## config.mk

```make
export PLATFORM = sky130hd
export DESIGN_NAME = traffic_light_controller
export DESIGN_NICKNAME = d
export VERILOG_FILES = /design/src/rtl/traffic_light_pkg.sv /design/src/rtl/traffic_light_phase_timer.sv /design/src/rtl/traffic_light_controller.sv
export SDC_FILE = /design/constraint.sdc
export NUM_CORES = 1
export LEC_CHECK = 0
export ABC_AREA = 1
export BUFFER_PORTS_ARGS = -buffer_cell sky130_fd_sc_hd__buf_2
export CORE_ASPECT_RATIO = 1.75
export CORE_UTILIZATION = 30
export CTS_CLUSTER_SIZE = 12
export DETAILED_ROUTE_END_ITERATION = 8
export GPL_TIMING_DRIVEN = 0
export PLACE_DENSITY = 0.54
export SYNTH_ARGS = -nofsm -noshare
export SYNTH_HDL_FRONTEND = slang
export SYNTH_SLANG_ARGS = --single-unit
```

## constraint.sdc

```tcl
create_clock -name clk -period 2.12 [get_ports clk]
set_input_delay 0.212 -clock clk [delete_from_list [all_inputs] [get_ports clk]]
set_output_delay 0.212 -clock clk [all_outputs]
set_load 0.01 [all_outputs]
```

## src/rtl/traffic_light_pkg.sv

```systemverilog
// rtl/traffic_light_pkg.sv - shared phase type, lamp decode and tick arithmetic
package traffic_light_pkg;

  typedef enum logic [1:0] {
    NS_GREEN  = 2'd0,
    NS_YELLOW = 2'd1,
    EW_GREEN  = 2'd2,
    EW_YELLOW = 2'd3
  } phase_e;

  typedef struct packed {
    logic ns_red;
    logic ns_yellow;
    logic ns_green;
    logic ew_red;
    logic ew_yellow;
    logic ew_green;
  } lamps_t;

  function automatic longint unsigned ticks(input longint unsigned freq_hz,
                                            input longint unsigned seconds);
    return freq_hz * seconds;
  endfunction

  function automatic lamps_t phase_lamps(input phase_e phase);
    lamps_t l;
    l = '0;
    case (phase)
      NS_GREEN:  begin l.ns_green  = 1'b1; l.ew_red = 1'b1; end
      NS_YELLOW: begin l.ns_yellow = 1'b1; l.ew_red = 1'b1; end
      EW_GREEN:  begin l.ew_green  = 1'b1; l.ns_red = 1'b1; end
      EW_YELLOW: begin l.ew_yellow = 1'b1; l.ns_red = 1'b1; end
      default:   begin l.ns_green  = 1'b1; l.ew_red = 1'b1; end
    endcase
    return l;
  endfunction

endpackage

```

## src/rtl/traffic_light_phase_timer.sv

```systemverilog
// rtl/traffic_light_phase_timer.sv - phase length counter with terminal-count done pulse
module traffic_light_phase_timer #(
  parameter int CNT_W = 1
) (
  input  logic           clk,
  input  logic           clear,
  input  logic [CNT_W:0] terminal,
  output logic           done
);

  logic [CNT_W-1:0] count_q;
  logic [CNT_W-1:0] count_d;

  // terminal is one bit wider than the count so a full 2**CNT_W tick phase fits
  always_comb begin
    done    = ({1'b0, count_q} == (terminal - (CNT_W+1)'(1)));
    count_d = done ? '0 : (count_q + CNT_W'(1));
  end

  always_ff @(posedge clk) begin
    if (clear) count_q <= '0;
    else       count_q <= count_d;
  end

endmodule

```

## src/rtl/traffic_light_controller.sv

```systemverilog
// rtl/traffic_light_controller.sv - fixed-time four-phase two-way intersection controller
module traffic_light_controller
  import traffic_light_pkg::*;
#(
  parameter int unsigned CLOCK_FREQ_HZ = 50_000_000,
  parameter int unsigned GREEN_TIME_S  = 5,
  parameter int unsigned YELLOW_TIME_S = 2
) (
  input  logic clk,
  input  logic rst,
  output logic ns_red,
  output logic ns_yellow,
  output logic ns_green,
  output logic ew_red,
  output logic ew_yellow,
  output logic ew_green
);

  localparam longint unsigned GREEN_TICKS  = ticks(CLOCK_FREQ_HZ, GREEN_TIME_S);
  localparam longint unsigned YELLOW_TICKS = ticks(CLOCK_FREQ_HZ, YELLOW_TIME_S);
  localparam longint unsigned MAX_TICKS    = (GREEN_TICKS > YELLOW_TICKS) ? GREEN_TICKS : YELLOW_TICKS;
  localparam int              CNT_W_RAW    = $clog2(MAX_TICKS);
  localparam int              CNT_W        = (CNT_W_RAW < 1) ? 1 : CNT_W_RAW;

  localparam logic [CNT_W:0] GREEN_TERM  = (CNT_W+1)'(GREEN_TICKS);
  localparam logic [CNT_W:0] YELLOW_TERM = (CNT_W+1)'(YELLOW_TICKS);

  phase_e         phase_q;
  phase_e         phase_d;
  logic           phase_done;
  logic [CNT_W:0] phase_term;
  lamps_t         lamps;

  assign phase_term = ((phase_q == NS_GREEN) || (phase_q == EW_GREEN)) ? GREEN_TERM : YELLOW_TERM;

  traffic_light_phase_timer #(
    .CNT_W(CNT_W)
  ) u_timer (
    .clk     (clk),
    .clear   (rst),
    .terminal(phase_term),
    .done    (phase_done)
  );

  always_comb begin
    phase_d = phase_q;
    if (phase_done) begin
      case (phase_q)
        NS_GREEN:  phase_d = NS_YELLOW;
        NS_YELLOW: phase_d = EW_GREEN;
        EW_GREEN:  phase_d = EW_YELLOW;
        EW_YELLOW: phase_d = NS_GREEN;
        default:   phase_d = NS_GREEN;
      endcase
    end
  end

  always_ff @(posedge clk) begin
    if (rst) phase_q <= NS_GREEN;
    else     phase_q <= phase_d;
  end

  // Lamps depend on phase only so counter activity never reaches the signal heads
  assign lamps     = phase_lamps(phase_q);
  assign ns_red    = lamps.ns_red;
  assign ns_yellow = lamps.ns_yellow;
  assign ns_green  = lamps.ns_green;
  assign ew_red    = lamps.ew_red;
  assign ew_yellow = lamps.ew_yellow;
  assign ew_green  = lamps.ew_green;

endmodule

```

==> results.yml <==
critical_path:
  cp-start-kind: "register"
  cp.required_ps: 1910
  ff2ff_setup_slack_ps: 340
  crit_type: "reg -> out"
  critical_path_arrival_ps: 1650
  reg2reg_from: "u_timer.count_q[0]"
  worstPathMaxFanout: 6
  r2r.worst_path.cells: 7
  end_kind: "primary output"
  rr_endpoint: "u_timer.count_q[20]"
grt:
  grt_max_degree: 11
  track_usage: 0.161
  grt_overflow: 0
  grt_antenna_before_repair: 0
  first_global_vias: 1558
  grt_pass1_wl_um: 6870
timing:
  relSlewSlack: 0.766
  tightestPinTransition_ps: 349
  hold_viol: 0
  drv_slew: 0
  rsz0062_at_grt: "no"
  worst_slack_ps: 261
  final.setup.tns_ps: 0
  period_share: 0.877
  timing.final.setup_violations: 0
  max_freq_ghz: 0.538
  final.min_clock_period_ps: 1860
  finClkSkew_ps: 5.12
power_and_ir_drop:
  irDropWorstVdd_mv: 0.206
  leakage_nw: 0.628
  cellPowerDensity_nw_per_um2: 571
detailed_routing:
  drtIter0Drc: 53
  dr.pass1.iters: 4
  avgViaCountPerCell: 4.63
  wirelength_um: 4140
  route.detailed.wl_per_inst_um: 11.9
  num_vias: 1606
  ant_nets: 0
  route.detailed.drc: 0
logic_synthesis:
  yosysTopAreaCellShare: 0.356
  avgSynthCellArea_um2: 6.55
  yosysMostFrequentCell: "nand2_1"
  synth_commonest_cells: "nand2_1, nor2_1, dfxtp_1"
  synth_cell_types: 22
  ys_seq_elements: 30
  ys_warn_count: 0
  synth_edf_count: 0
  yosys-top-cells-area: "dfxtp_1, nand2_1, nor2_1"
  syn-cell-area_um2: 1690
  yosysTopAreaCell: "dfxtp_1"
  async_flop_share: 0
  synth_cells: 258
  syn_nets: 265
  synth_ff_type: "dfxtp_1"
  ys_seq_area_frac: 0.356
placed_design:
  dp.final_hpwl_um: 3290
  routabilityCongestion: 0.868
  placed_cell_area_um2: 1820
  pre_cts_ws_ps: 329
  port_buffers: 7
clock_tree:
  root_buffer: "clkbuf_8"
  clockBufferDepth: 2
  cts_resized: 0
  htree_num_levels: 2
  clk_latency_ps: 290
  cts_hold_buf: 0
  cts_tree: "built"
  cts_setup_buffers: 0
  clk_pin_slew_ps: 70
  clkSinkCount: 30
  cts_made_buffers: 5
layout:
  fillers: 629
  drive_gt1_frac: 0.110
  antenna_cells: 0
  seq_area_um2: 601
  fin_nets: 279
  syn2layout_area_growth_pct: 13.2
  postLayoutCellArea_um2: 1910
  multiInputGateArea_um2: 972
min_path:
  hold_start: "rst"
  hp-class: "in -> reg"
  holdPathStages: 4
  hold_end: "phase_q[0]"
floorplanning:
  fp.coreArea_um2: 5340
  die_w_um: 58.7
  rows: 35
  die_h_um: 101
  io_pins: 8
  dieArea_um2: 5950
  start_util: 0.316
job:
  maxCapViolCount: 0
status:
  status: "completed"
==> registers in the layout, indices dropped and copies added, names as in the netlist <==
name             flops
u_timer.count_q     28
phase_q              2
==> area by class of cell <==
class / instances / area share
clock buffers: 6 / 0.0432
multi-input cells: 201 / 0.509
repair buffers: 7 / 0.0183
clock inverters: 2 / 0.00654
flip-flops and latches: 30 / 0.314
plain buffers: 2 / 0.0118
inverters: 25 / 0.0491
well taps: 74 / 0.0484
==> layout by cell type, fill, tap and decap left out, types with 2 or more instances in the layout <==
| cell type | instances |
|---|---|
| xnor2_1 | 7 |
| o21ai_0 | 3 |
| nand4_1 | 4 |
| nor3_1 | 4 |
| ha_1 | 5 |
| clkbuf_8 | 6 |
| nand3_1 | 10 |
| buf_6 | 2 |
| nand2_2 | 2 |
| nand3b_1 | 4 |
| or2_2 | 4 |
| xor2_1 | 6 |
| a21oi_1 | 14 |
| dfxtp_1 | 30 |
| buf_2 | 7 |
| nor2_2 | 2 |
| nor2_1 | 58 |
| inv_1 | 24 |
| nand2_1 | 74 |
==> critical path, stage by stage (launching register included) <==
cell     delay (ps)
dfxtp_1         480
inv_1           190
ha_1            260
or2_2           290
buf_2           140
==> how the worst max path moves through the flow <==
| stage | to | cells past startpoint | slack [ps] | startpoint |
|---|---|---|---|---|
| CTS | ns_red | 4 | 240 | phase_q[0] |
| global route | u_timer.count_q[14] | 10 | 120 | phase_q[0] |
| detailed placement | u_timer.count_q[14] | 10 | 330 | phase_q[0] |
| floorplan | u_timer.count_q[19] | 9 | 580 | u_timer.count_q[0] |
| global placement | u_timer.count_q[14] | 10 | 340 | phase_q[0] |
| finish | ns_red | 4 | 260 | phase_q[0] |
==> logic make-up after synthesis <==
family | Yosys count | synth area share
simple gates | 166 | 0.421
flops | 30 | 0.356
buf+inv | 27 | 0.0689
compound gates | 17 | 0.0504
xor+xnor | 13 | 0.0674
fa+ha+maj | 5 | 0.0370
==> layer usage <==
metal | GRT usage | vias to the layer above | part of all wire
met2 | 0.294 | 32 | 0.55
met1 | 0.146 | 732 | 0.37
met5 | 0 | - | 0
met3 | 0.0358 | 12 | 0.031
li1 | - | 830 | -
met4 | 0.128 | 0 | 0.054
==> report_power, final <==
group | internal [mW] | total (mW) | switching (mW) | leakage, nW
clock network | 0.261 | 0.493 | 0.233 | 0.0472
registers | 0.568 | 0.572 | 0.00356 | 0.242
logic | 0.0101 | 0.0260 | 0.0159 | 0.339
==> stage by stage <==
stage / instances / hold slack [ps] / utilization / total power [mW]
after floorplan: 258 / 412 / - / 0.604
after global placement: 339 / 436 / 0.340 / 0.611
after detailed placement: 339 / 441 / 0.340 / 0.611
after CTS: 347 / 202 / 0.358 / 1.10
after global routing: 347 / 222 / 0.358 / 1.13
final: 347 / 200 / 0.358 / 1.09
Note: power is estimated with default switching activity, not from simulation.
